### src/rtl/ho_pkg.sv
// ho_pkg: identities, state encoding and shared widths for the server/BS/MME handover blocks.
package ho_pkg;
  typedef logic [1:0] bs_id_t;
  localparam bs_id_t BS_NONE = 2'd3;
  localparam int DEF_DW = 4;
  typedef enum logic [1:0] {DETACHED = 2'd0, ATTACHED = 2'd1, HO_DRAIN = 2'd2} bs_state_e;
endpackage

### src/rtl/ho_fifo.sv
// ho_fifo: synchronous show-ahead FIFO; head is valid whenever empty is low.
module ho_fifo #(
  parameter int DW = 4,
  parameter int DEPTH = 8
) (
  input  logic          clk,
  input  logic          rst_n,
  input  logic          flush,
  input  logic          push,
  input  logic          pop,
  input  logic [DW-1:0] din,
  output logic [DW-1:0] head,
  output logic          full,
  output logic          empty
);
  localparam int AW = $clog2(DEPTH);
  logic [AW:0] wp_q, rp_q;
  logic [DW-1:0] mem_q [DEPTH];
  logic do_push, do_pop;
  assign empty = wp_q == rp_q;
  assign full = (wp_q[AW] != rp_q[AW]) && (wp_q[AW-1:0] == rp_q[AW-1:0]);
  // a full FIFO still accepts a push when the same cycle frees a slot
  assign do_pop = pop && !empty;
  assign do_push = push && (!full || do_pop);
  assign head = mem_q[rp_q[AW-1:0]];
  always_ff @(posedge clk or negedge rst_n)
    if (!rst_n) begin
      wp_q <= '0;
      rp_q <= '0;
    end else if (flush) begin
      wp_q <= '0;
      rp_q <= '0;
    end else begin
      wp_q <= do_push ? wp_q + 1'b1 : wp_q;
      rp_q <= do_pop ? rp_q + 1'b1 : rp_q;
    end
  always_ff @(posedge clk)
    if (do_push && !flush) mem_q[wp_q[AW-1:0]] <= din;
endmodule

### src/rtl/base_station_dl.sv
// base_station_dl: BS downlink buffer with MME-driven handover drain to a target BS.
// Optional drain watchdog enabled by defining BS_HO_TIMEOUT_EN.
module base_station_dl
  import ho_pkg::*;
#(
  parameter bs_id_t BS_ID = 2'd0,
  parameter int DW = DEF_DW,
  parameter int DEPTH = 8,
  parameter int HO_TIMEOUT = 32
) (
  input  logic          clk,
  input  logic          reset,
  input  logic          ue_attach,
  input  logic          ho_req,
  input  logic [1:0]    ho_target,
  output logic [1:0]    bs_sv_target,
  output logic          bs_sv_target_vld,
  input  logic [DW-1:0] sv_bs_data,
  input  logic          sv_bs_vld,
  output logic [DW-1:0] ue_data,
  output logic          ue_vld,
  input  logic          ue_rdy,
  output logic [DW-1:0] fwd_data,
  output logic          fwd_vld,
  input  logic          fwd_rdy,
  output logic          ho_fail,
  output logic [7:0]    drop_cnt,
  output logic [1:0]    bs_state
);
  if (DEPTH < 2 || (DEPTH & (DEPTH - 1)) != 0 || HO_TIMEOUT < 1) $error("bad parameters");
  bs_state_e state_q, state_d;
  bs_id_t tgt_q, tgt_d;
  logic [7:0] drop_q;
  logic [DW-1:0] head;
  logic full, empty, push, pop, flush, timeout, drop;
  ho_fifo #(.DW(DW), .DEPTH(DEPTH)) u_fifo (
    .clk(clk), .rst_n(reset), .flush(flush), .push(push), .pop(pop),
    .din(sv_bs_data), .head(head), .full(full), .empty(empty)
  );
  assign ue_vld = state_q == ATTACHED && !empty;
  assign fwd_vld = state_q == HO_DRAIN && !empty;
  assign ue_data = ue_vld ? head : '0;
  assign fwd_data = fwd_vld ? head : '0;
  assign pop = (ue_vld && ue_rdy) || (fwd_vld && fwd_rdy);
  assign push = sv_bs_vld && state_q != DETACHED;
  assign drop = push && full && !pop && !flush;
  assign bs_sv_target = state_q == DETACHED ? BS_NONE : state_q == ATTACHED ? BS_ID : tgt_q;
  assign bs_sv_target_vld = state_q != DETACHED;
  assign bs_state = state_q;
  assign drop_cnt = drop_q;
`ifdef BS_HO_TIMEOUT_EN
  localparam int TW = $clog2(HO_TIMEOUT + 1);
  logic [TW-1:0] to_q;
  logic ho_fail_q;
  assign timeout = state_q == HO_DRAIN && !pop && to_q == TW'(HO_TIMEOUT - 1);
  assign ho_fail = ho_fail_q;
  always_ff @(posedge clk or negedge reset)
    if (!reset) begin
      to_q <= '0;
      ho_fail_q <= 1'b0;
    end else begin
      to_q <= (state_q != HO_DRAIN || pop) ? '0 : to_q + 1'b1;
      ho_fail_q <= timeout;
    end
`else
  assign timeout = 1'b0;
  assign ho_fail = 1'b0;
`endif
  always_comb begin
    state_d = state_q;
    tgt_d = tgt_q;
    flush = 1'b0;
    case (state_q)
      DETACHED: state_d = ue_attach ? ATTACHED : DETACHED;
      // a valid handover command wins over a simultaneous detach
      ATTACHED:
        if (ho_req && ho_target != BS_ID && ho_target != BS_NONE) begin
          state_d = HO_DRAIN;
          tgt_d = ho_target;
        end else if (!ue_attach) begin
          state_d = DETACHED;
          flush = 1'b1;
        end
      HO_DRAIN:
        if (timeout) begin
          state_d = DETACHED;
          flush = 1'b1;
        end else if (empty && !sv_bs_vld) state_d = DETACHED;
      default: state_d = DETACHED;
    endcase
  end
  always_ff @(posedge clk or negedge reset)
    if (!reset) begin
      state_q <= DETACHED;
      tgt_q <= BS_NONE;
      drop_q <= '0;
    end else begin
      state_q <= state_d;
      tgt_q <= tgt_d;
      drop_q <= (drop && drop_q != 8'hFF) ? drop_q + 8'd1 : drop_q;
    end
endmodule

### config.mk
export PLATFORM = sky130hd
export DESIGN_NAME = base_station_dl
export DESIGN_NICKNAME = d
export VERILOG_FILES = /design/src/rtl/ho_pkg.sv /design/src/rtl/ho_fifo.sv /design/src/rtl/base_station_dl.sv
export SDC_FILE = /design/constraint.sdc
export NUM_CORES = 1
export LEC_CHECK = 0
export ABC_AREA = 1
export BUFFER_PORTS_ARGS = -buffer_cell sky130_fd_sc_hd__buf_4
export CORE_UTILIZATION = 25
export CTS_CLUSTER_SIZE = 12
export DETAILED_ROUTE_END_ITERATION = 10
export SYNTH_ARGS = -nofsm -noshare
export SYNTH_HDL_FRONTEND = slang
export SYNTH_HIERARCHICAL = 1
export SYNTH_SLANG_ARGS = --single-unit
### constraint.sdc
create_clock -name clk -period 2.4 [get_ports clk]
set_input_delay 0.48 -clock clk [delete_from_list [all_inputs] [get_ports clk]]
set_output_delay 0.48 -clock clk [all_outputs]
set_load 0.05 [all_outputs]
# == Word-level counts from Yosys, hierarchy flattened ==
# Memories as Yosys holds them, arrays and structs flattened.
# Index checks and enable logic that the tools add are counted.
# classes
add_sub_neg,3
n_eq_ne,9
muxes,18
reduce_logical,30
# ops
operator,count
$mux W4,6
$logic_and A1 B1 Y1,16
$mux W2,5
$add A4 B1 Y4 const B,2
$add A8 B1 Y8 const B,1
$ne A8 B8 Y1 const B,1
$reduce_bool A2 Y1,4
$mux W1,6
$pmux W2 S3,1
$logic_not A1 Y1,5
$eq A4 B4 Y1,1
$reduce_and A2 Y1,2
$eq A3 B3 Y1,1
$ne A3 B2 Y1 const B,1
$eq A2 B1 Y1 const B,1
$eq A2 B2 Y1 const B,1
$logic_not A2 Y1,1
$logic_or A1 B1 Y1,2
$ne A2 B1 Y1 const B,1
$ne A2 B2 Y1 const B,1
$ne A1 B1 Y1,1
# word_totals
reg_bits,20
mem_bits_rw,32
in_bits,13
out_inout_bits,24
word_cells,66
memories,1
# memory_table
memory,words,width,read_ports,rd_ports_with_merged_regs,wr,line_no,source
u_fifo.mem_q,8,4,1,0,1,ho_fifo.sv:18,logic [DW-1:0] mem_q [DEPTH];

# == Longest topological paths before layout ==
# logic_depth
word_depth,11
mapped_depth,15
mapped_depth_nobuf,14

# == Cells and area by module ==
# The synthesis kept the hierarchy.
# by_module_without_submodules
mod,n_inst,cells_each,area_per_inst_um2,seq_area_each_um2
ho_fifo,1,175,1923.1,1161.1
base_station_dl,1,125,862.1,302.8

# == Worst setup path after synthesis ==
# Ideal clock, no wire load.
# synth_path
path_kind,reg2out
startpoint,register u_fifo.wp_q[1]
endpoint,output ue_data[0]
arrival_ps,2060
t_required_ps,1920
path_slack_ps,-140
path_stages_with_launch,11
path_buffers,1
cell_sequence,dfrtp_1 buf_4 inv_1 nand2_1 nand2_1 nor2_4 nand3_4 inv_1 nor2_4 inv_1 nor2_1
# synth_via
elab_chain_len,4
# synth_lines
element,line_no,source
from (decl),ho_fifo.sv:17,"logic [AW:0] wp_q, rp_q;"
from (signal assigned),ho_fifo.sv:34,wp_q <= do_push ? wp_q + 1'b1 : wp_q;
$eq A4 B4 Y1,ho_fifo.sv:20,assign empty = wp_q == rp_q;
named net empty,base_station_dl.sv:35,"logic full, empty, push, pop, flush, timeout, drop;"
$logic_not A1 Y1,base_station_dl.sv:40,assign ue_vld = state_q == ATTACHED && !empty;
$logic_and A1 B1 Y1,base_station_dl.sv:40,
named net ue_vld,base_station_dl.sv:21,"output logic ue_vld,"
$mux W4,base_station_dl.sv:42,assign ue_data = ue_vld ? head : '0;
to (decl),base_station_dl.sv:20,"output logic [DW-1:0] ue_data,"
# The timed path passes the listed nets, and every way through them passes these cells.

# == Final worst setup path ==
# layout_path
startpoint,register u_fifo.rp_q[0]
endpoint,output fwd_data[3]
# layout_via
word_cells_on_any_way,5
classes_between,eq/ne (1); mux (1); reduce/logical (2); memory (1)
# layout_rtl
element,line_no,source
from (decl),ho_fifo.sv:17,
from (signal assigned),ho_fifo.sv:35,rp_q <= do_pop ? rp_q + 1'b1 : rp_q;
$mem_v2 Z8 W4,-,
named net head[3],base_station_dl.sv:34,logic [DW-1:0] head;
$mux W4,base_station_dl.sv:43,assign fwd_data = fwd_vld ? head : '0;
to (decl),base_station_dl.sv:23,"output logic [DW-1:0] fwd_data,"
# The timed path passes the listed nets, and every way through them passes these cells.

==> impl_metrics.json <==
{
  "place_inst": 477,
  "drt_wl_total_microns": 5721,
  "final_net_count": 360,
  "grt_max_degree": 21,
  "floorplan.initialDensity_pct": 25.69,
  "first_global_vias": 1942,
  "cts_repair_resize_count": 1,
  "io_buffers": 35,
  "grt_overflow_total": 0,
  "reg2reg_from": "u_fifo/wp_q[0]$_DFFE_PN0P_",
  "final_common_cell": "sky130_fd_sc_hd__nand2_1",
  "synth_largest_type_area_fraction_pct": 34.50,
  "synth_ff_type": "sky130_fd_sc_hd__edfxtp_1",
  "min_path_type": "primary input to asynchronous set/reset pin",
  "insertedDiodeCount": 0,
  "worstReg2RegEnd": "u_fifo/mem_q[0][3]$_DFFE_PP_",
  "synth_top_cell_by_area": "sky130_fd_sc_hd__edfxtp_1",
  "grt_setup_unrepaired": "yes",
  "ys_types": 36,
  "die_area_sq_um": 11570,
  "power-per-cell-area_nw_per_um2": 1131,
  "grt_usage_pct": 10.46,
  "skew_ns": 0.01370,
  "timing.reg2reg.setup_slack_ns": 0.17,
  "power_leakage_uw": 0.001430,
  "slew_viol_final": 0,
  "design.portCount": 37,
  "worstRegToRegCells": 13,
  "tritoncts": "yes",
  "achievable-frequency_mhz": 444.6,
  "floorplan.rows": 38,
  "finalHoldViolCount": 0,
  "final_antenna_net_count": 0,
  "synthesis.yosys.warnings": 6,
  "detail_route.wl_per_cell_microns": 11.80,
  "tmin_final_ns": 2.249,
  "firstDrtPassIters": 4,
  "avgViaCountPerCell": 4.282,
  "post_synth_edffs": 32,
  "required_ns": 1.92,
  "cp.arrival_ns": 1.77,
  "ir_worst_vdd_uv": 505.0,
  "cts_hold_repair.buffers": 0,
  "syn_area_sq_um": 2785,
  "num_vias": 2077,
  "run_status": "completed",
  "synth.yosys.seq_area_share_pct": 52.56,
  "layout-drive-gt1-share_pct": 26.09,
  "first_iter_violations": 125,
  "placeableCoreArea_sq_um": 10840,
  "synth-async-reset-ratio_pct": 38.46,
  "syn-num-nets": 316,
  "startpoint_type": "flop",
  "clock_latency_ns": 0.31,
  "clock_tree.buffer_depth": 2,
  "cts_sinks": 52,
  "path_max_fanout": 18,
  "totalNegativeSetupSlack_ns": 0,
  "syn_to_final_growth_pct": 19.68,
  "most-common-layout-cells": "sky130_fd_sc_hd__nand2_1 (61), sky130_fd_sc_hd__buf_4 (46), sky130_fd_sc_hd__nor2_1 (42)",
  "ys_ff_latch": 52,
  "place_worst_setup_slack_ns": 0.1069,
  "antenna_violations_before_repair": 0,
  "gp_congestion": 0.7937,
  "die_h_microns": 107.6,
  "drc": 0,
  "chipWidth_microns": 107.6,
  "clock-root-buffer": "sky130_fd_sc_hd__clkbuf_8",
  "grt_first_pass_wirelength_microns": 9377,
  "setup.worst_path.class": "flop to output pin",
  "setup_viol": 0,
  "cts.repair_timing.setup_buffer_count": 0,
  "filler_cell_count": 1103,
  "synth_area_per_cell_sq_um": 9.284,
  "synth.area.top_cells": "sky130_fd_sc_hd__edfxtp_1 (35%), sky130_fd_sc_hd__dfrtp_1 (16%), sky130_fd_sc_hd__nand2_1 (8.4%), sky130_fd_sc_hd__nor2_1 (5.7%), sky130_fd_sc_hd__nand3_1 (4.7%)",
  "place_hpwl_microns": 4446,
  "final.setup.worst_slack_ns": 0.1509,
  "clk_transition_reported_paths_ns": 0.10,
  "numCtsBuffers": 5,
  "final-instance-count-excl-fill": 485,
  "end_kind": "output pin",
  "timing.final.crit_share_pct": 93.71,
  "ctsHtreeMaxLevel": 2,
  "max-cap-violations": 0,
  "netlist_instances": 300
}
==> registers in the layout (all words and copies together), names as in the netlist <==
| signal | cells |
|---|---|
| bs_state | 2 |
| drop_cnt | 8 |
| tgt_q | 2 |
| u_fifo/mem_q | 32 |
| u_fifo/rp_q | 4 |
| u_fifo/wp_q | 4 |
==> layout make-up <==
class / instances / area, sq um / share of cell area (%)
flip-flops and latches: 52 / 1466 / 43.99
multi-input cells: 207 / 1132 / 33.97
repair buffers: 46 / 345.3 / 10.36
well taps: 140 / 175.2 / 5.255
inverters: 32 / 125.1 / 3.754
clock buffers: 6 / 72.57 / 2.177
clock inverters: 2 / 16.27 / 0.4880
==> power by group <==
| part | internal [uW] | switching [uW] | total (uW) | leakage, uW |
|---|---|---|---|---|
| Clock | 208 | 287 | 494 | 0.0000414 |
| Sequential | 1100 | 121 | 1220 | 0.000550 |
| Combinational | 668 | 1390 | 2050 | 0.000839 |
==> worst max-delay path by stage <==
stage | endpoint | cells after the start | from | slack (ns)
after detailed placement | u_fifo/mem_q[3][1]$_DFFE_PP_ | 13 | u_fifo/wp_q[0]$_DFFE_PN0P_ | 0.11
after global placement | u_fifo/mem_q[3][1]$_DFFE_PP_ | 13 | u_fifo/wp_q[0]$_DFFE_PN0P_ | 0.20
after floorplan | ue_data[0] | 10 | u_fifo/wp_q[1]$_DFFE_PN0P_ | -0.14
final | fwd_data[3] | 9 | u_fifo/rp_q[0]$_DFFE_PN0P_ | 0.15
after global routing | u_fifo/mem_q[1][2]$_DFFE_PP_ | 13 | u_fifo/wp_q[0]$_DFFE_PN0P_ | -0.03
after CTS | fwd_data[2] | 7 | u_fifo/rp_q[3]$_DFFE_PN0P_ | 0.007
==> Yosys cell counts (2+ instances only) <==
cell,number
sky130_fd_sc_hd__nor2_1,42
sky130_fd_sc_hd__nor2_4,3
sky130_fd_sc_hd__nand2_1,62
sky130_fd_sc_hd__nand3_2,2
sky130_fd_sc_hd__nand2_4,4
sky130_fd_sc_hd__dfrtp_1,18
sky130_fd_sc_hd__xnor2_1,4
sky130_fd_sc_hd__o21ai_0,20
sky130_fd_sc_hd__ha_1,3
sky130_fd_sc_hd__nor2_2,5
sky130_fd_sc_hd__buf_6,2
sky130_fd_sc_hd__o22ai_1,8
sky130_fd_sc_hd__buf_4,2
sky130_fd_sc_hd__inv_2,3
sky130_fd_sc_hd__xor2_1,5
sky130_fd_sc_hd__nand3_1,26
sky130_fd_sc_hd__nand3_4,2
sky130_fd_sc_hd__o21ai_2,2
sky130_fd_sc_hd__edfxtp_1,32
sky130_fd_sc_hd__inv_1,27
sky130_fd_sc_hd__buf_2,2
sky130_fd_sc_hd__nand4_1,7
sky130_fd_sc_hd__nand2_2,5
sky130_fd_sc_hd__dfstp_2,2
==> critical path, cell delays in order, from the launching register on <==
cell                       delay [ns]
sky130_fd_sc_hd__dfrtp_2         0.45
sky130_fd_sc_hd__clkinv_4        0.05
sky130_fd_sc_hd__buf_4           0.19
sky130_fd_sc_hd__nor2_1          0.07
sky130_fd_sc_hd__o22ai_1         0.21
sky130_fd_sc_hd__nand2_1         0.08
sky130_fd_sc_hd__nand2_1         0.06
sky130_fd_sc_hd__inv_1           0.04
sky130_fd_sc_hd__nor2_1          0.10
sky130_fd_sc_hd__buf_4           0.20
==> per-layer routing <==
metal  global-route usage [%]  share of wire (%)  routed length, microns  up-vias
li1                         -                  -                       -     1079
met1                    13.14                 47                    2662      963
met2                    17.58                 48                    2774       28
met3                    1.877                3.1                     176        7
met4                    4.403                1.9                     107        0
met5                        0                  0                       0        -
==> per-stage QoR <==
stage / power, uW / area [sq um] / hold slack [ns] / utilization, %
after global routing: 4028 / 3333 / 0.04971 / 30.75
final: 3769 / 3333 / 0.03008 / 30.75
after floorplan: 2769 / 2785 / 0.1844 / -
after detailed placement: 3296 / 3232 / 0.3898 / 29.81
after global placement: 3278 / 3232 / 0.3816 / 29.81
after CTS: 3801 / 3322 / 0.03683 / 30.64
==> cells by family after synthesis <==
| kind of cell | share of synthesized area, % |
|---|---|
| other | 0.1346 |
| adder cells (fa/ha/maj) | 1.348 |
| AO/OA/AOI/OAI | 6.874 |
| AND/OR/NAND/NOR | 28.53 |
| XOR/XNOR | 3.414 |
| buffers and inverters | 7.142 |
| flip-flops | 52.56 |
No activity file was read; power rests on OpenSTA's default activity.
